`config.mk`:
```
export PLATFORM = sky130hd
export DESIGN_NAME = timer_sched
export DESIGN_NICKNAME = d
export VERILOG_FILES = /design/src/rtl/timer_sched.sv
export SDC_FILE = /design/constraint.sdc
export NUM_CORES = 1
export LEC_CHECK = 0
export CORE_MARGIN = 3
export CORE_UTILIZATION = 43
export CTS_CLUSTER_DIAMETER = 80
export DETAILED_ROUTE_END_ITERATION = 12
export PLACE_DENSITY = 0.78
export SLEW_MARGIN = 20
export SYNTH_ARGS = -nofsm -noshare
export SYNTH_HDL_FRONTEND = slang
export SYNTH_SLANG_ARGS = --single-unit
```
`constraint.sdc`:
```
create_clock -name clk -period 3.25 [get_ports clk]
set_clock_uncertainty 0.05 [all_clocks]
set_input_delay 0.4875 -clock clk [delete_from_list [all_inputs] [get_ports clk]]
set_output_delay 0.4875 -clock clk [all_outputs]
set_load 0.05 [all_outputs]
```
`src/rtl/timer_sched.sv`:
```
// Round-robin scheduler that lends one shared one-shot countdown timer to four
// requesters. It powers the timer up, loads the owner's value and reports completion.
module timer_sched #(
    parameter int TIMEOUT = 15
) (
    input  logic        clk,
    input  logic        reset,
    input  logic [3:0]  req,
    input  logic [31:0] req_value,
    output logic [3:0]  grant,
    output logic [3:0]  done,
    output logic        err,
    output logic        busy,
    output logic        tmr_on,
    output logic        tmr_off,
    output logic        tmr_ok,
    output logic        tmr_mode,
    output logic [7:0]  tmr_value,
    input  logic [7:0]  tmr_out
);

    localparam int WW = (TIMEOUT < 2) ? 1 : $clog2(TIMEOUT);

    typedef enum logic [2:0] {
        ST_IDLE  = 3'd0,
        ST_POWER = 3'd1,
        ST_LOAD  = 3'd2,
        ST_RUN   = 3'd3,
        ST_DONE  = 3'd4,
        ST_ABORT = 3'd5
    } state_t;

    state_t        state_r;
    logic [1:0]    rr_ptr_r;
    logic [1:0]    owner_r;
    logic [7:0]    val_q_r;
    logic [WW-1:0] wait_r;
    logic [3:0]    grant_r;
    logic [3:0]    done_r;
    logic          err_r;
    logic          tmr_on_r;
    logic          tmr_off_r;
    logic          tmr_ok_r;

    logic [7:0]    req_dbl_s;
    logic [1:0]    offs_s;
    logic [1:0]    pick_s;
    logic          owner_req_s;
    logic          timeout_s;

    // Rotating the request vector by rr_ptr turns round robin into a fixed priority pick.
    assign req_dbl_s   = {req, req} >> rr_ptr_r;
    assign pick_s      = rr_ptr_r + offs_s;
    assign owner_req_s = req[owner_r];
    assign timeout_s   = (wait_r == WW'(TIMEOUT - 1)) && (tmr_out != 8'h00);

    // Lowest set bit of the rotated request vector gives the offset from rr_ptr
    always_comb begin
        offs_s = 2'd0;
        if (req_dbl_s[0]) begin
            offs_s = 2'd0;
        end else if (req_dbl_s[1]) begin
            offs_s = 2'd1;
        end else if (req_dbl_s[2]) begin
            offs_s = 2'd2;
        end else begin
            offs_s = 2'd3;
        end
    end

    // Scheduler state, timer handshakes and all registered outputs
    always_ff @(posedge clk) begin
        if (reset) begin
            state_r   <= ST_IDLE;
            rr_ptr_r  <= 2'd0;
            owner_r   <= 2'd0;
            val_q_r   <= 8'd0;
            wait_r    <= {WW{1'b0}};
            grant_r   <= 4'd0;
            done_r    <= 4'd0;
            err_r     <= 1'b0;
            tmr_on_r  <= 1'b0;
            tmr_off_r <= 1'b0;
            tmr_ok_r  <= 1'b0;
        end else begin
            done_r    <= 4'd0;
            err_r     <= 1'b0;
            tmr_on_r  <= 1'b0;
            tmr_off_r <= 1'b0;
            tmr_ok_r  <= 1'b0;
            case (state_r)
                ST_IDLE: begin
                    if (req != 4'd0) begin
                        state_r  <= ST_POWER;
                        owner_r  <= pick_s;
                        grant_r  <= 4'b0001 << pick_s;
                        val_q_r  <= req_value[{pick_s, 3'b000} +: 8];
                        wait_r   <= {WW{1'b0}};
                        tmr_on_r <= 1'b1;
                    end else begin
                        state_r <= ST_IDLE;
                    end
                end
                ST_POWER: begin
                    // Cancel outranks timeout, which outranks the normal power-up exit
                    if (!owner_req_s) begin
                        state_r   <= ST_ABORT;
                        tmr_off_r <= 1'b1;
                    end else if (timeout_s) begin
                        state_r   <= ST_ABORT;
                        tmr_off_r <= 1'b1;
                        err_r     <= 1'b1;
                    end else if (tmr_out == 8'h00) begin
                        state_r  <= ST_LOAD;
                        tmr_ok_r <= 1'b1;
                    end else begin
                        wait_r <= wait_r + WW'(1);
                    end
                end
                ST_LOAD: begin
                    if (!owner_req_s) begin
                        state_r   <= ST_ABORT;
                        tmr_off_r <= 1'b1;
                    end else begin
                        state_r <= ST_RUN;
                    end
                end
                ST_RUN: begin
                    // Only the return to FF ends the run; 00 setup and count values do not
                    if (!owner_req_s) begin
                        state_r   <= ST_ABORT;
                        tmr_off_r <= 1'b1;
                    end else if (tmr_out == 8'hFF) begin
                        state_r <= ST_DONE;
                        done_r  <= grant_r;
                    end else begin
                        state_r <= ST_RUN;
                    end
                end
                ST_DONE, ST_ABORT: begin
                    state_r  <= ST_IDLE;
                    grant_r  <= 4'd0;
                    rr_ptr_r <= owner_r + 2'd1;
                end
                default: begin
                    state_r <= ST_IDLE;
                    grant_r <= 4'd0;
                end
            endcase
        end
    end

    assign grant     = grant_r;
    assign done      = done_r;
    assign err       = err_r;
    assign busy      = (state_r != ST_IDLE);
    assign tmr_on    = tmr_on_r;
    assign tmr_off   = tmr_off_r;
    assign tmr_ok    = tmr_ok_r;
    assign tmr_mode  = 1'b0;
    assign tmr_value = val_q_r;

endmodule

```
==> metrics.log, run 1 <==
[metrics] effective utilization at floorplan: between 40 and 50%
[metrics] proportion of layout cells with a drive suffix above 1: 7.82%
[metrics] simple logic cell fraction of the synthesized area: roughly 22%
[metrics] status: completed
[metrics] Congestion Overflow GR: 0
[metrics] start-to-end type of the worst setup path: input port to flip-flop
[metrics] cell at the root of the clock tree: sky130_fd_sc_hd__clkbuf_8
[metrics] compound-gate portion of the synthesized area: ~18%
[metrics] final core utilization: ~67%
[metrics] Seq/Total Area, Yosys: 36.5%
[metrics] count of unique library cells instantiated by Yosys: 47
[metrics] headroom to the max-slew limit: around 60%
[metrics] Worst Max-Slew Pin Slew: around 0.62 ns
[metrics] Reg2Reg Capture Point: tmr_value[7]
[metrics] number of cell rows: 22
[metrics] antenna violation net count after detailed routing: 0
[metrics] crit path capture type: flip-flop
[metrics] largest fanout on the critical path: 9
[metrics] Final Hold Vio Count: 0
[metrics] library cell with the highest instance count after synthesis: sky130_fd_sc_hd__dfxtp_1
[metrics] count of port buffers added during placement: 66
[metrics] mean cell area of the mapped netlist: ~9.6 um2
[metrics] number of global-route vias before repair: ~1,400
[metrics] setup TNS: 0 ns
[metrics] Total Routing Usage GR: roughly 19%
[metrics] unrepaired setup endpoints after global routing: no
[metrics] Iter 0 DRT Violations: between 100 and 150
[metrics] vias post-DR: 1,596
[metrics] Fmax achieved: about 350 MHz
[metrics] DRT Wirelength: roughly 4200 um
[metrics] H-Tree Level Count: 2
[metrics] clock slew at the register clock pins of the worst setup and hold paths: ~0.060 ns
[metrics] adder-cell share of the synthesized area: 2.21%
[metrics] total inserted antenna cells: 0
[metrics] leakage component of the power: 0.000935 uW
[metrics] Worst Path Arrival: 2.98 ns
[metrics] horizontal die dimension: 68.9 um
[metrics] number of clock sinks seen by CTS: 31
[metrics] number of enable flip-flop cells after synthesis: 0
[metrics] origin of the worst min-delay path: grant[3]
[metrics] number of hold-repair buffers added at the cts stage: 0
[metrics] Post-Syn Nets: about 230
[metrics] number of filler cells placed in the layout: 336
[metrics] footprint of the flip-flops and latches: between 600 and 700 um2
[metrics] synth warn: 0
[metrics] Synth top area share: a little over a third
[metrics] clock latency of the later-clocked register in the worst-skew pair: between 0.2 and 0.3 ns
[metrics] total iterations of the first detailed-routing run: 4
[metrics] register-to-register setup slack: between 0.6 and 0.7 ns
[metrics] total power per unit cell area: about 630 nW/um2
[metrics] maximum buffer depth of the clock tree: 2
[metrics] Layout Area Growth over Synthesis: 46.9%
[metrics] Post-Syn Area: 1700 um2
[metrics] combinational family with the most area after synthesis: simple AND/OR/NAND/NOR gates
[metrics] DRC violations left: 0
[metrics] leading cell types by count after synthesis: 31 x sky130_fd_sc_hd__dfxtp_1, 18 x sky130_fd_sc_hd__nor2_1, 15 x sky130_fd_sc_hd__nand2_1
[metrics] worst hold stages: 2
[metrics] XOR/XNOR Fraction of Synth Area: 1.55%
[metrics] multiplexer fraction of the synthesized cell area: around 16%
[metrics] post-synthesis cell count: roughly 180
[metrics] number of buffers added for setup after CTS: 0
[metrics] post-route clock period utilization: 88.1%
[metrics] required time of the worst setup path: between 3 and 4 ns
[metrics] WL/cell: around 15 um
[metrics] top post-synthesis cells by area: sky130_fd_sc_hd__dfxtp_1 36%, sky130_fd_sc_hd__mux4_1 12%, sky130_fd_sc_hd__a22o_1 5.2%
[metrics] full die area: around 4700 um2
[metrics] area occupied by multi-input gates: a little over 1000 um2
[metrics] maximum number of pins on one net before global-route repair: 14
[metrics] most area-hungry cell type in the Yosys netlist: sky130_fd_sc_hd__dfxtp_1
[metrics] cells on worst reg2reg path: 8
[metrics] crit start category: input port
[metrics] half-perimeter wire length of the detailed placement result: about 3200 um
[metrics] share of flip-flops with an asynchronous set or reset after synthesis: 0%
[metrics] Vert. Die Dim: 68.9 um
[metrics] number of setup violations in the final report: 0
[metrics] time the final worst path needs with I/O delays and setup: ~2.9 ns
[metrics] class of the tightest hold or removal check: flip-flop to flip-flop
[metrics] number of buffers created by CTS: 5
[metrics] post-cts gate resize count: 0
[metrics] Worst Hold Endpoint: grant[3]
[metrics] max-slew violation count: 0
[metrics] TritonCTS clock tree: built
[metrics] initial antenna violation count: 0
[metrics] reg-to-reg critical path startpoint: rr_ptr_r[1]
[metrics] boundary pin count: 68
[metrics] prevailing post-synth register cell: sky130_fd_sc_hd__dfxtp_1
[metrics] core area: roughly 3700 um2
[metrics] total of max-cap violations: 0
[metrics] GP Congestion: 0.770
[metrics] Vias/cell: 5.48
[metrics] VDD IR max: approximately 0.00042 V
[metrics] number of synthesized register bits: 31
[metrics] final net count: about 290
[metrics] first-pass GRT wire length: approximately 6600 um
through the flow:
stage / cell area (um2) / hold slack, ns / power [uW] / std cells / worst slack, ns
after global placement: 2400 / 0.399 / 1240 / 283 / 0.205
after detailed placement: 2400 / 0.413 / 1250 / 283 / 0.130
after global routing: 2500 / 0.450 / 1660 / 291 / 0.238
after floorplan: 1700 / 0.427 / 1020 / 177 / 0.580
after CTS: 2500 / 0.420 / 1580 / 291 / 0.396
final: 2500 / 0.415 / 1570 / 291 / 0.387
critical path: stages:
cell	delay (ns)
sky130_fd_sc_hd__clkdlybuf4s50_1	0.63
sky130_fd_sc_hd__nor2b_1	0.18
sky130_fd_sc_hd__nor2_1	0.05
sky130_fd_sc_hd__a21oi_1	0.14
sky130_fd_sc_hd__nand2_1	0.07
sky130_fd_sc_hd__ha_1	0.55
sky130_fd_sc_hd__mux4_1	0.64
sky130_fd_sc_hd__a22o_1	0.23
layout make-up:
type / count / area share [%]
multi-input combinational: 130 / 40.3
tap: 48 / 2.40
sequential: 31 / 24.8
timing repair buffer: 71 / 28.0
clock buffer: 8 / 4.01
inverter: 3 / 0.451
per-layer routing:
metal	wire length, um	up-vias	global-route usage (%)
li1	-	785	-
met1	1800	759	24.4
met3	228	8	6.97
met4	75	0	8.76
met2	2140	44	29.5
met5	0	-	0
worst max path at each step:
| stage | from | to | slack (ns) | cells after the start |
|---|---|---|---|---|
| floorplan | req[2] | tmr_value[2] | 0.58 | 10 |
| global placement | req[3] | tmr_value[2] | 0.20 | 8 |
| detailed placement | req[3] | tmr_value[5] | 0.13 | 9 |
| CTS | req[3] | tmr_value[7] | 0.40 | 8 |
| global route | req[3] | tmr_value[7] | 0.24 | 10 |
| finish | req[3] | tmr_value[7] | 0.39 | 8 |
layout by cell type (no fill, tap or decap), types with 4 or more instances in the layout:
| cell type | n |
|---|---|
| sky130_fd_sc_hd__clkdlybuf4s50_1 | 66 |
| sky130_fd_sc_hd__o21ai_0 | 4 |
| sky130_fd_sc_hd__nand2_1 | 15 |
| sky130_fd_sc_hd__nand2b_1 | 4 |
| sky130_fd_sc_hd__mux4_1 | 8 |
| sky130_fd_sc_hd__nor2b_1 | 4 |
| sky130_fd_sc_hd__clkbuf_8 | 7 |
| sky130_fd_sc_hd__a22o_1 | 10 |
| sky130_fd_sc_hd__and2_1 | 4 |
| sky130_fd_sc_hd__a21oi_1 | 9 |
| sky130_fd_sc_hd__dfxtp_1 | 31 |
| sky130_fd_sc_hd__nor3_1 | 5 |
| sky130_fd_sc_hd__nor2_1 | 18 |
| sky130_fd_sc_hd__buf_4 | 5 |
registers in the layout (all words and copies together), names as in the netlist:
name       count
done           4
wait_r         4
tmr_on         1
err            1
tmr_value      8
state_r        3
tmr_off        1
grant          4
tmr_ok         1
owner_r        2
rr_ptr_r       2
cells by family after synthesis:
kind of cell             count (synthesis)
AND/OR/NAND/NOR                         71
adder cells (fa/ha/maj)                  3
multiplexers                            12
other                                    1
buffers and inverters                   16
XOR/XNOR                                 3
AO/OA/AOI/OAI                           40
flip-flops                              31
where the power goes:
| part | total (uW) | switching (uW) | leakage, uW | internal, uW |
|---|---|---|---|---|
| logic | 729 | 412 | 0.000630 | 316 |
| registers | 515 | 64.8 | 0.000253 | 450 |
| clock network | 329 | 136 | 0.0000515 | 193 |
(Power assumes the default switching activity.)
==> run 2: changes to the inputs <==
--- a/config.mk
+++ b/config.mk
@@ -5,8 +5,9 @@
 export SDC_FILE = /design/constraint.sdc
 export NUM_CORES = 1
 export LEC_CHECK = 0
+export ABC_AREA = 1
 export CORE_MARGIN = 3
-export CORE_UTILIZATION = 43
+export CORE_UTILIZATION = 44
 export CTS_CLUSTER_DIAMETER = 80
 export DETAILED_ROUTE_END_ITERATION = 12
 export PLACE_DENSITY = 0.78
==> metrics.log, run 2 <==
[metrics] number of setup violations in the final report: 0 (unchanged)
[metrics] Post-Syn Nets: 310 (+37%)
[metrics] part of the power in the clock network: 13.1% (-7.8 points)
[metrics] number of buffers added for setup after CTS: 0 (unchanged)
[metrics] prevailing post-synth register cell: sky130_fd_sc_hd__dfxtp_1
[metrics] number of hold-repair buffers added at the cts stage: 0 (unchanged)
[metrics] total inserted antenna cells: 0 (unchanged)
[metrics] worst hold slack: 0.395 ns (-0.0203 ns)
[metrics] highest cell delay on the worst timing path: 0.50 ns (-0.14 ns)
[metrics] Iter 0 DRT Violations: 67 (-42%)
[metrics] number of synthesized register bits: 31 (unchanged)
[metrics] most common library cell in the layout ignoring fill and taps: sky130_fd_sc_hd__nand2_1
[metrics] Reg2Reg Capture Point: tmr_value[6]
[metrics] reg-to-reg critical path startpoint: rr_ptr_r[0]
[metrics] WL/cell: 11.6 um (-20%)
[metrics] origin of the worst min-delay path: grant[1]
[metrics] TritonCTS clock tree: built
[metrics] Congestion Overflow GR: 0 (unchanged)
[metrics] critical path buffer and inverter count: 3 (+2)
[metrics] relative contribution of combinational cells to total power: 61.1% (+15 points)
[metrics] crit path capture type: flip-flop
[metrics] core area: 3770 um2 (+0.74%)
[metrics] antenna violation net count after detailed routing: 0 (unchanged)
[metrics] unrepaired setup endpoints after global routing: no
[metrics] proportion of total power due to net switching: 49.5% (+10 points)
[metrics] library cell with the highest instance count after synthesis: sky130_fd_sc_hd__nand2_1
[metrics] cells on worst reg2reg path: 11 (+3)
[metrics] cell family contributing the most delay on the critical path: buffers and inverters
[metrics] leading cell types by count after synthesis: 81 x sky130_fd_sc_hd__nand2_1, 39 x sky130_fd_sc_hd__nand3_1, 31 x sky130_fd_sc_hd__dfxtp_1
[metrics] Post-Syn Area: 1760 um2 (+3.8%)
[metrics] H-Tree Level Count: 2 (unchanged)
[metrics] internal power of the cells: 1150 uW (+20%)
[metrics] status: completed
[metrics] start-to-end type of the worst setup path: input port to flip-flop
[metrics] required time of the worst setup path: 3.37 ns (about the same)
[metrics] initial antenna violation count: 0 (unchanged)
[metrics] VDD IR max: 0.000494 V (+17%)
[metrics] setup TNS: 0 ns (unchanged)
[metrics] mean cell area of the mapped netlist: 6.76 um2 (-30%)
[metrics] boundary pin count: 68 (unchanged)
[metrics] DRC violations left: 0 (unchanged)
[metrics] Total Routing Usage GR: 18.3% (-1.1 points)
[metrics] effective utilization at floorplan: 46.8% (+1.4 points)
[metrics] top post-synthesis cells by area: sky130_fd_sc_hd__dfxtp_1 35%, sky130_fd_sc_hd__nand2_1 17%, sky130_fd_sc_hd__nand3_1 11%
[metrics] Fmax achieved: 414 MHz (+19%)
[metrics] half-perimeter wire length of the detailed placement result: 3420 um (+6.3%)
[metrics] DRT Wirelength: 4390 um (+3.5%)
[metrics] class of the tightest hold or removal check: flip-flop to flip-flop
[metrics] full die area: 4810 um2 (+1.3%)
[metrics] number of enable flip-flop cells after synthesis: 0 (unchanged)
[metrics] Seq/Total Area, Yosys: 35.2% (-1.3 points)
[metrics] Worst Path Arrival: 2.53 ns (-0.45 ns)
[metrics] ordered list of cells on the worst path: clkdlybuf4s50_1, inv_1, nand2_1, o21ai_1, o21ai_0, o21ai_0, ha_1, buf_4, mux2i_1, nand3_1, nand3_1, nand2_1
[metrics] Layout Area Growth over Synthesis: 44.0%
[metrics] clock latency of the later-clocked register in the worst-skew pair: 0.27 ns (about the same)
[metrics] post-synthesis cell count: 261 (+47%)
[metrics] number of clock sinks seen by CTS: 31 (unchanged)
[metrics] share of flip-flops with an asynchronous set or reset after synthesis: 0% (unchanged)
[metrics] crit start category: input port
[metrics] total power per unit cell area: 895 nW/um2 (+42%)
[metrics] Vert. Die Dim: 69.3 um (+0.63%)
[metrics] relative contribution of sequential cells to total power: 25.8% (-6.9 points)
[metrics] final net count: 378 (+30%)
[metrics] largest fanout on the critical path: 17 (+8)
[metrics] vias post-DR: 1,886 (+18%)
[metrics] maximum number of pins on one net before global-route repair: 18 (+4)
[metrics] horizontal die dimension: 69.3 um (+0.63%)
[metrics] time the final worst path needs with I/O delays and setup: 2.41 ns (-0.449 ns)
[metrics] post-route clock period utilization: 74.3% (-14 points)
[metrics] synth warn: 0 (unchanged)
[metrics] Final Hold Vio Count: 0 (unchanged)
[metrics] total of max-cap violations: 0 (unchanged)
[metrics] most area-hungry cell type in the Yosys netlist: sky130_fd_sc_hd__dfxtp_1
[metrics] Critical-path top delay cell: sky130_fd_sc_hd__clkdlybuf4s50_1
[metrics] switching power summed over all nets: 1120 uW (+83%)
[metrics] Synth top area share: 35.2% (-1.3 points)
[metrics] count of port buffers added during placement: 66 (unchanged)
[metrics] first-pass GRT wire length: 7450 um (+13%)
[metrics] headroom to the max-slew limit: 63.5% (+5.0 points)
[metrics] max-slew violation count: 0 (unchanged)
[metrics] Vias/cell: 5.00 (-8.8%)
[metrics] number of cell rows: 22 (unchanged)
[metrics] leakage component of the power: 0.00111 uW (+18%)
[metrics] total iterations of the first detailed-routing run: 4 (unchanged)
[metrics] number of global-route vias before repair: 1,804 (+26%)
[metrics] clock slew at the register clock pins of the worst setup and hold paths: 0.06 ns (about the same)
[metrics] cell at the root of the clock tree: sky130_fd_sc_hd__clkbuf_8
[metrics] count of unique library cells instantiated by Yosys: 30 (-36%)
[metrics] proportion of layout cells with a drive suffix above 1: 7.90% (+0.084 points)
[metrics] number of buffers created by CTS: 5 (unchanged)
[metrics] number of filler cells placed in the layout: 346 (+3.0%)
[metrics] worst hold stages: 2 (unchanged)
[metrics] top library cells by usage in the layout, fill and taps aside: 81 x sky130_fd_sc_hd__nand2_1, 66 x sky130_fd_sc_hd__clkdlybuf4s50_1, 39 x sky130_fd_sc_hd__nand3_1
[metrics] post-cts gate resize count: 0 (unchanged)
[metrics] Worst Hold Endpoint: done[1]
[metrics] register-to-register setup slack: 1.08 ns (+0.43 ns)
[metrics] GP Congestion: 0.881 (+14%)
[metrics] number of flip-flops in the largest register: 8 (unchanged)
[metrics] Worst Max-Slew Pin Slew: 0.546 ns (-0.0744 ns)
[metrics] maximum buffer depth of the clock tree: 2 (unchanged)
run 2: cell count changes after synthesis, moves of 5 or more:
| cell | before | now |
|---|---|---|
| sky130_fd_sc_hd__clkbuf_1 | 9 | 1 |
| sky130_fd_sc_hd__inv_1 | 3 | 15 |
| sky130_fd_sc_hd__nand3_2 | 0 | 6 |
| sky130_fd_sc_hd__nand3_1 | 3 | 39 |
| sky130_fd_sc_hd__nor2_1 | 18 | 24 |
| sky130_fd_sc_hd__inv_2 | 0 | 5 |
| sky130_fd_sc_hd__a22o_1 | 10 | 0 |
| sky130_fd_sc_hd__nand2_1 | 15 | 81 |
| sky130_fd_sc_hd__mux2i_1 | 2 | 8 |
| sky130_fd_sc_hd__mux4_1 | 8 | 0 |
run 2: power by group through the flow:
stage / logic (uW) / registers [uW] / clock network, uW
CTS: 1400 / 585 / 304
global route: 1540 / 600 / 321
detailed placement: 1390 / 589 / 0
floorplan: 792 / 818 / 0
global placement: 1380 / 590 / 0
finish: 1390 / 586 / 298
run 2: kinds of logic (layout without fill, tap and decap cells):
group	Yosys count	in the layout	share of synthesized area [%]
multiplexers	8	8	4.54
AO/OA/AOI/OAI	24	24	8.08
buffers and inverters	27	95	6.74
adder cells (fa/ha/maj)	3	3	2.13
other	1	1	0.213
XOR/XNOR	3	3	1.49
flip-flops	31	31	35.2
AND/OR/NAND/NOR	164	164	41.6
run 2: area by class of cell:
class                   count  area, um2  share of cell area, %
multi-input cells         203       1020                   40.3
repair buffers             67        668                   26.3
flip-flops and latches     31        621                   24.4
inverters                  21       78.8                   3.10
well taps                  48       60.1                   2.36
clock inverters             1       5.00                  0.197
clock buffers               6       82.6                   3.25
run 2: worst max-delay path by stage:
stage / endpoint / slack (ns) / startpoint / cells past startpoint
floorplan: tmr_value[6] / 1.13 / req[1] / 12
global placement: tmr_value[6] / 0.59 / req[1] / 12
detailed placement: tmr_value[6] / 0.56 / req[1] / 12
CTS: tmr_value[6] / 0.83 / req[1] / 12
global route: tmr_value[1] / 0.68 / req[1] / 12
finish: tmr_value[6] / 0.84 / req[1] / 12
run 2: worst register-to-register path, cell delays in order (launching register included):
cell,delay [ns]
sky130_fd_sc_hd__dfxtp_1,0.49
sky130_fd_sc_hd__nand2_1,0.14
sky130_fd_sc_hd__nand2_2,0.12
sky130_fd_sc_hd__nand2_1,0.05
sky130_fd_sc_hd__o21ai_0,0.07
sky130_fd_sc_hd__o21ai_0,0.11
sky130_fd_sc_hd__ha_1,0.30
sky130_fd_sc_hd__buf_4,0.25
sky130_fd_sc_hd__mux2i_1,0.25
sky130_fd_sc_hd__nand3_1,0.10
sky130_fd_sc_hd__nand3_1,0.10
sky130_fd_sc_hd__nand2_1,0.05
run 2: through the flow:
step                std cells  util (%)  power [uW]  cell area, um2  setup slack (ns)
global route              377      67.4        2460            2540             0.677
CTS                       377      67.4        2290            2540             0.831
global placement          370      65.0        1970            2450             0.587
detailed placement        370      65.0        1980            2450             0.556
finish                    377      67.4        2270            2540             0.835
floorplan                 261         -        1610            1760              1.13
run 2: per-layer routing:
layer | up-vias | wire length (um) | GRT usage [%]
met5 | - | 0 | 0
met4 | 0 | 31 | 6.07
met3 | 8 | 407 | 7.54
met2 | 69 | 2140 | 32.7
met1 | 814 | 1810 | 19.2
li1 | 995 | - | -
==> run 3: changes to the inputs <==
--- a/config.mk
+++ b/config.mk
@@ -7,10 +7,10 @@
 export LEC_CHECK = 0
 export ABC_AREA = 1
 export CORE_MARGIN = 3
-export CORE_UTILIZATION = 44
+export CORE_UTILIZATION = 39
 export CTS_CLUSTER_DIAMETER = 80
 export DETAILED_ROUTE_END_ITERATION = 12
-export PLACE_DENSITY = 0.78
+export PLACE_DENSITY = 0.73
 export SLEW_MARGIN = 20
 export SYNTH_ARGS = -nofsm -noshare
 export SYNTH_HDL_FRONTEND = slang
==> constraint.sdc (replaced) <==
create_clock -name clk -period 2.1 [get_ports clk]
set_clock_uncertainty 0.05 [all_clocks]
set_input_delay 0.315 -clock clk [delete_from_list [all_inputs] [get_ports clk]]
set_output_delay 0.315 -clock clk [all_outputs]
set_load 0.05 [all_outputs]
==> metrics.log, run 3 (same netlist as run 2, synthesis figures left out) <==
[metrics] cell family contributing the most delay on the critical path: buffers and inverters
[metrics] switching power summed over all nets: 1860 uW (+65%)
[metrics] total inserted antenna cells: 0 (unchanged)
[metrics] number of flip-flops in the largest register: 8 (unchanged)
[metrics] final design area excluding fillers: 2770 um2 (+8.9%)
[metrics] full die area: 5370 um2 (+12%)
[metrics] Layout Area Growth over Synthesis: 56.7%
[metrics] max-slew violation count: 0 (unchanged)
[metrics] antenna violation net count after detailed routing: 0 (unchanged)
[metrics] maximum number of pins on one net before global-route repair: 18 (unchanged)
[metrics] top library cells by usage in the layout, fill and taps aside: 80 x sky130_fd_sc_hd__nand2_1, 63 x sky130_fd_sc_hd__clkdlybuf4s50_1, 39 x sky130_fd_sc_hd__nand3_1
[metrics] number of global-route vias before repair: 1,835 (+1.7%)
[metrics] largest fanout on the critical path: 5 (-12)
[metrics] Worst Max-Slew Pin Slew: 0.522 ns (-0.0239 ns)
[metrics] ordered list of cells on the worst path: clkdlybuf4s50_1, inv_1, nand2_1, o21ai_2, o21ai_1, o21ai_1, ha_4, buf_12, mux2i_1, nand3_1, nand3_1, nand2_1
[metrics] time the final worst path needs with I/O delays and setup: ~2.0 ns
[metrics] start-to-end type of the worst setup path: input port to flip-flop
[metrics] relative contribution of combinational cells to total power: 63.9% (+2.8 points)
[metrics] total power per unit cell area: 1440 nW/um2 (+61%)
[metrics] count of port buffers added during placement: 66 (unchanged)
[metrics] number of filler cells placed in the layout: 378 (+9.2%)
[metrics] most common library cell in the layout ignoring fill and taps: sky130_fd_sc_hd__nand2_1
[metrics] total placed cells including tap cells: 386 (+4.3%)
[metrics] number of clock sinks seen by CTS: 31 (unchanged)
[metrics] DRC violations left: 0 (unchanged)
[metrics] highest cell delay on the worst timing path: 0.47 ns (-0.03 ns)
[metrics] total of max-cap violations: 0 (unchanged)
[metrics] Fmax achieved: around 490 MHz
[metrics] maximum buffer depth of the clock tree: 2 (unchanged)
[metrics] cell at the root of the clock tree: sky130_fd_sc_hd__clkbuf_8
[metrics] Congestion Overflow GR: 0 (unchanged)
[metrics] post-layout instance count excluding filler cells: 396 (+5.0%)
[metrics] VDD IR max: 0.000961 V (+95%)
[metrics] number of buffers added for setup after CTS: 0 (unchanged)
[metrics] crit path capture type: flip-flop
[metrics] footprint of the flip-flops and latches: 624 um2 (+0.60%)
[metrics] clock latency of the later-clocked register in the worst-skew pair: 0.28 ns (about the same)
[metrics] Iter 0 DRT Violations: 108 (+61%)
[metrics] H-Tree Level Count: 2 (unchanged)
[metrics] horizontal die dimension: 73.3 um (+5.7%)
[metrics] Vert. Die Dim: 73.3 um (+5.7%)
[metrics] initial antenna violation count: 0 (unchanged)
[metrics] proportion of total power due to net switching: 46.7% (-2.8 points)
[metrics] crit start category: input port
[metrics] total placed instance area: 2570 um2 (+4.9%)
[metrics] Critical-path top delay cell: sky130_fd_sc_hd__clkdlybuf4s50_1
[metrics] critical path buffer and inverter count: 3 (unchanged)
[metrics] vias post-DR: 2,006 (+6.4%)
[metrics] area occupied by multi-input gates: 1050 um2 (+2.4%)
[metrics] DRT Wirelength: 4770 um (+8.8%)
[metrics] TritonCTS clock tree: built
[metrics] internal power of the cells: 2120 uW (+85%)
[metrics] number of cell rows: 23 (+4.5%)
[metrics] clock slew at the register clock pins of the worst setup and hold paths: 0.07 ns (about the same)
[metrics] number of setup violations in the final report: 0 (unchanged)
[metrics] boundary pin count: 68 (unchanged)
[metrics] number of buffers created by CTS: 5 (unchanged)
[metrics] WL/cell: 12.1 um (+3.6%)
[metrics] Total Routing Usage GR: 18.0% (-0.29 points)
[metrics] core area: 4170 um2 (+11%)
[metrics] class of the tightest hold or removal check: flip-flop to flip-flop
[metrics] final net count: 394 (+4.2%)
[metrics] GP Congestion: 0.842 (-4.4%)
[metrics] part of the power in the clock network: 13.0% (about the same)
[metrics] number of hold-repair buffers added at the cts stage: 0 (unchanged)
[metrics] effective utilization at floorplan: 42.3% (-4.5 points)
[metrics] proportion of layout cells with a drive suffix above 1: 14.5% (+6.5 points)
[metrics] status: completed
[metrics] leakage component of the power: 0.00124 uW (+12%)
[metrics] post-route clock period utilization: 97.3%
[metrics] Worst Path Arrival: 2.17 ns (-0.36 ns)
[metrics] headroom to the max-slew limit: 65.1% (+1.6 points)
[metrics] relative contribution of sequential cells to total power: 23.0% (-2.8 points)
[metrics] Vias/cell: 5.07 (+1.3%)
[metrics] required time of the worst setup path: 2.23 ns (-1.14 ns)
[metrics] first-pass GRT wire length: 7560 um (+1.6%)
[metrics] half-perimeter wire length of the detailed placement result: 3630 um (+6.0%)
[metrics] Final Hold Vio Count: 0 (unchanged)
[metrics] total iterations of the first detailed-routing run: 4 (unchanged)
==> run 3: cell types whose count changed in the layout (fill, tap and decap cells not counted), moves of 2 or more <==
cell,delta
sky130_fd_sc_hd__clkdlybuf4s50_1,-3
sky130_fd_sc_hd__dlymetal6s2s_1,+3
sky130_fd_sc_hd__buf_4,+13
sky130_fd_sc_hd__o21ai_0,-2
sky130_fd_sc_hd__clkbuf_16,+2
==> run 3: worst register-to-register path: cells and delay by family (launching register included) <==
kind,cells,cell delay [ns]
adders and majority gates,1,0.29
buffers and inverters,2,0.20
DFF,1,0.41
AOI/OAI and AO/OA,2,0.31
and+or+nand+nor,6,0.46
muxes,1,0.16
==> run 3: timing repair <==
action                                  CTS  global route
gates cloned                              0             2
endpoints found under the hold margin     0             0
gates resized for setup                   2            13
endpoints found under the setup margin    7            13
pin swaps                                 0             2
==> run 3: final timing paths <==
kind	start	end	slack, ns	cells past startpoint
hold / removal	tmr_value[0]	tmr_value[0]	0.40	2
hold reg to reg	tmr_value[0]	tmr_value[0]	0.40	2
setup / recovery	req[1]	tmr_value[6]	0.06	12
setup reg to reg	rr_ptr_r[0]	tmr_value[6]	0.13	12
==> run 3: per-layer routing <==
metal	share of wire (%)	wire length, um	vias up	global-route usage [%]
li1	-	-	1026	-
met1	41	1930	888	19.1
met2	47	2220	80	30.5
met3	10	500	12	7.93
met4	2.4	114	0	8.20
met5	0	0	-	0
==> run 3: power groups by stage <==
| stage | clock, uW | sequential [uW] | combinational, uW |
|---|---|---|---|
| after detailed placement | 0 | 915 | 2300 |
| final | 518 | 917 | 2540 |
| after global routing | 554 | 942 | 2770 |
| after floorplan | 0 | 1270 | 1230 |
| after CTS | 539 | 909 | 2320 |
| after global placement | 0 | 916 | 2280 |
==> run 3: area by class of cell <==
type,count,share of cell area [%]
multi-input combinational,203,38.0
inverter,21,2.94
clock buffer,7,3.48
tap,50,2.26
sequential,31,22.6
clock inverter,1,0.271
timing repair buffer,83,30.5
==> run 3: stage by stage <==
step                      total power, uW  hold WS [ns]  TNS [ns]  worst slack, ns  utilization, %
after floorplan                      2490         0.343         0           0.0177               -
after global placement               3190         0.384     -2.81           -0.261            61.6
after detailed placement             3220         0.389     -3.56           -0.344            61.6
after CTS                            3770         0.400         0           0.0106            64.2
after global routing                 4260         0.416   -0.0972          -0.0385            66.3
final                                3980         0.401         0           0.0565            66.3
==> patch 1 (flow settings as in run 2) <==
Encoding of `state_t`: now one-hot (6 bits for 6 states).
--- a/src/rtl/timer_sched.sv
+++ b/src/rtl/timer_sched.sv
@@ -23,9 +23,9 @@
 
-    typedef enum logic [2:0] {
-        ST_IDLE  = 3'd0,
-        ST_POWER = 3'd1,
-        ST_LOAD  = 3'd2,
-        ST_RUN   = 3'd3,
-        ST_DONE  = 3'd4,
-        ST_ABORT = 3'd5
+    typedef enum logic [5:0] {
+        ST_IDLE  = 6'b000001,
+        ST_POWER = 6'b000010,
+        ST_LOAD  = 6'b000100,
+        ST_RUN   = 6'b001000,
+        ST_DONE  = 6'b010000,
+        ST_ABORT = 6'b100000
     } state_t;
Function: no difference found for any inputs over 10 cycles, from zero or initial values and one cycle with reset high; not proved beyond that.
==> patch 1 against run 2 <==
  * Wire length grew 4.1%
  * Sequential cell count grew 3
  * Maximum frequency shrank 6.0%
  * Critical path depth grew 1
  * Synthesized area grew 12%
  * Synthesized cell count grew 1.9%
  * First-iteration DRC count grew 40%
  * Worst setup slack lost 0.16 ns
  * Design area grew 7.7%
  * Core utilization shrank 1.8 points
Power is not compared: it rests on default switching activity, and its combinational part moved more than twofold at a synthesized area within 25%.
==> patch 1: results <==
group,metric,value,unit
power_and_ir_drop,p_leak,1.145,nW
grt,grt_max_degree,26,
min_path,whs_path_depth,2,
drt,via_per_inst,5.013,
setup_path,reg2reg_depth,12,
final_layout,drive_gt1_share,12.95,%
final_layout,fill_cells,367,
yosys,synth_nets,316,
setup_path,crit_fanout,18,
yosys,synth.most_common_cell,"nand3_1",
grt,grt_usage,18.84,%
grt,grt_pass1_wl,7983,um
min_path,min_from,"grant[0]",
drt,routed_wl,4568,um
min_path,holdPathEnd,"done[0]",
grt,use_met1,22.70,%
setup_path,critPathArrivalTime,2.70,ns
yosys,synth_common_cells,"nand3_1 (39), nand2_1 (38), nor2_1 (37), dfxtp_1 (34), inv_1 (30)",
grt,antenna_found_initial,0,
timing,worstMarginPinSlew,0.8012,ns
drt,dr.pass1.iters,4,
placed_design,dpl.hpwl,3513,um
clocking,htree_levels,2,
grt,grt_util_met3,6.612,%
drt,drt_iter0_markers,94,
placed_design,io_buffers,66,
outcome,status,"finished, final reports clean",
setup_path,r2r-start,"rr_ptr_r[0]",
clocking,post_cts_buffers,0,
placed_design,gp_congestion,0.8604,
grt,met2_usage,30.86,%
final_layout,nets,381,
yosys,synth_area_leaders,"dfxtp_1 (35%), nand3_1 (9.9%), mux2_2 (9.1%), nand2_1 (7.2%), nor2_1 (7.0%)",
yosys,synth-seq-area-share,34.52,%
setup_path,cpPeakStageDelay,0.53,ns
grt,grt_pass1_vias,1894,
yosys,ys_types,34,
setup_path,regToRegSetupSlack,0.87,ns
setup_path,critical_path.slowest_cell,"clkdlybuf4s50_1",
==> patch 1: cell types whose count changed in the layout (fill, tap and decap cells not counted), moves of 3 or more <==
| cell | before | now |
|---|---|---|
| inv_2 | 5 | 2 |
| mux2i_1 | 8 | 0 |
| dfxtp_1 | 31 | 34 |
| inv_1 | 15 | 30 |
| nand2_1 | 81 | 38 |
| mux2_2 | 0 | 16 |
| nand3_2 | 6 | 3 |
| nor2_1 | 24 | 37 |
==> patch 1: power breakdown <==
group | switching, W | internal [W] | total, W
Clock | 0.000147 | 0.000225 | 0.000372
Combinational | 0.000318 | 0.000204 | 0.000521
Sequential | 0.0000349 | 0.000464 | 0.000499
Total | 0.000499 | 0.000893 | 0.00139
==> patch 1: critical path, delay by kind of cell <==
family / cells / cell delay, ns
adders and majority gates: 1 / 0.30
muxes: 1 / 0.37
and+or+nand+nor: 6 / 0.53
buffers and inverters: 3 / 0.80
AOI/OAI and AO/OA: 2 / 0.20
==> patch 1: metal layers <==
metal	routed length [um]	share of wire, %
met1	1980	43
met2	2149	47
met3	387	8.5
met4	51	1.1
met5	0	0
==> patch 1: cell families after synthesis <==
group,count (synthesis),share of synthesized area (%)
adders and majority gates,4,2.538
buffers and inverters,42,10.28
muxes,16,9.137
AOI/OAI and AO/OA,25,7.804
DFF,34,34.52
other,1,0.1902
xor gates and xnor gates,3,1.333
and+or+nand+nor,141,34.20
==> patch 1: cell type report <==
| type | instances | share of cell area (%) |
|---|---|---|
| clock buffer | 5 | 2.515 |
| clock inverter | 3 | 1.463 |
| inverter | 32 | 4.390 |
| multi-input combinational | 190 | 39.78 |
| sequential | 34 | 24.87 |
| tap | 50 | 2.286 |
| timing repair buffer | 68 | 24.69 |
==> patch 1: how the worst max path moves through the flow <==
stage	start	end	slack, ns	depth (start not counted)
2_1_floorplan	req[1]	tmr_value[3]	0.99	13
3_3_place_gp	req[1]	tmr_value[4]	0.44	13
3_5_place_dp	req[3]	tmr_value[1]	0.37	13
4_1_cts	req[3]	tmr_value[1]	0.68	13
5_1_grt	req[1]	tmr_value[0]	0.48	12
6_report	req[3]	tmr_value[6]	0.68	13
==> patch 1: stage by stage <==
step / hold slack, ns / total power (W) / cells / instance area, um^2 / worst slack [ns]
floorplan: 0.4096 / 0.0008671 / 266 / 1972 / 0.9878
finish: 0.3962 / 0.001392 / 382 / 2736 / 0.6803
global placement: 0.3838 / 0.001026 / 374 / 2628 / 0.4357
detailed placement: 0.3899 / 0.001030 / 374 / 2628 / 0.3743
global route: 0.4251 / 0.001483 / 382 / 2736 / 0.4835
CTS: 0.3986 / 0.001407 / 382 / 2736 / 0.6846
==> patch 2 (settings of run 2) <==
Made on the original files. Set the parameter `TIMEOUT` to 30 (it was 15).
--- a/src/rtl/timer_sched.sv
+++ b/src/rtl/timer_sched.sv
@@ -3,3 +3,3 @@
 module timer_sched #(
-    parameter int TIMEOUT = 15
+    parameter int TIMEOUT = 30
 ) (
Function: no difference found for any inputs over 10 cycles, from zero or initial values and one cycle with reset high; that may be too few to reach the edited logic, so the function may still have changed.
==> patch 2 against run 2 <==
  * Design area up 5.1%
  * Worst setup slack worse by 0.059 ns
  * Sequential share of layout area is 0.44 points lower
  * Power grew 3.2%
  * Sequential cell count rose by 1
  * Die area increased by 6.5%
  * Critical path type unchanged
  * Synthesized area is 7.2% higher
  * Critical path depth grew 3
  * Wire length grew 8.6%
  * Largest cell class unchanged
  * Count of clock-buffer cells in the layout fell by 1
==> patch 2: results <==
group,metric,value,unit
yosys,synth_adder_area_share,1.985,%
placed_design,dpl.hpwl,3724,um
power_and_ir_drop,pwr-share-clk,13.6,%
yosys,synthCells,272,
grt,grt_util_met3,8.135,%
power_and_ir_drop,p_leak,1.143,nW
clocking,clk_pin_slew,0.08,ns
timing,slew_headroom,57.27,%
yosys,synth_compound_area_share,8.934,%
setup_path,regToRegSetupSlack,0.98,ns
yosys,synth_area_leaders,"dfxtp_1 (34%), nand2_1 (14%), nand3_1 (9.5%), mux2i_1 (6.4%), nor2_1 (6.0%)",
final_layout,fill_cells,377,
final_layout,final_cells,390,
grt,grt_usage,19.99,%
grt,use_met1,22.35,%
yosys,synth_top_area_share,33.88,%
power_and_ir_drop,p_int,0.001175,W
drt,drt_iter0_markers,128,
setup_path,critPathArrivalTime,2.62,ns
min_path,holdPathEnd,"done[0]",
grt,grt_pass1_wl,8100,um
power_and_ir_drop,power_clock,0.000320,W
setup_path,crit_fanout,16,
grt,met2_usage,33.06,%
drt,routed_wl,4764,um
outcome,status,"finished, final reports clean",
yosys,synth_common_cells,"nand2_1 (71), nand3_1 (36), dfxtp_1 (32), nor2_1 (30), inv_1 (23)",
setup_path,reg2reg_depth,14,
clocking,ctsResizeCount,0,
final_layout,drive_gt1_share,8.824,%
yosys,synthXorXnorAreaFrac,1.853,%
yosys,synthMuxAreaShare,6.353,%
final_layout,n_antenna_cell,0,
min_path,min_from,"grant[0]",
drt,num_vias,1996,
yosys,ys_types,32,
grt,grt_pass1_vias,1910,
timing,fin_ws,0.7760,ns
placed_design,io_buffers,66,
final_layout,final_area,2670,um^2
placed_design,pre_cts_ws,0.4881,ns
placed_design,gp_congestion,0.8327,
power_and_ir_drop,max-vdd-ir-drop,518.9,uV
yosys,synth_nets,321,
placed_design,dp.cells,382,
yosys,synth-seq-area-share,33.88,%
grt,grt_max_degree,17,
clocking,insertion_delay,0.29,ns
timing,fin_hold_ws,0.3931,ns
==> patch 2: cell count changes in the layout (fill, tap and decap cells not counted), moves of 3 or more <==
| cell | change |
|---|---|
| nand2_1 | -10 |
| inv_1 | +8 |
| nor2_1 | +6 |
| mux2i_1 | +4 |
| inv_2 | -3 |
| nand3_1 | -3 |
==> patch 2: layout make-up <==
type                       instances  share of cell area (%)
tap                               50                   2.343
clock buffer                       5                   2.577
clock inverter                     3                  0.8903
inverter                          25                   3.515
timing repair buffer              67                   25.02
multi-input combinational        208                   41.66
sequential                        32                   23.99
==> patch 2: cells by family (layout without fill, tap and decap cells) <==
logic type / count (synthesis) / after routing
adders and majority gates: 3 / 3
xor gates and xnor gates: 4 / 4
DFF: 32 / 32
other: 1 / 1
and+or+nand+nor: 162 / 162
muxes: 12 / 12
AOI/OAI and AO/OA: 26 / 26
buffers and inverters: 32 / 100
==> patch 2: layer usage <==
metal  part of all wire [%]  wire length (um)
met1                     40              1906
met2                     48              2291
met3                    9.7               462
met4                    2.2               103
met5                      0                 0
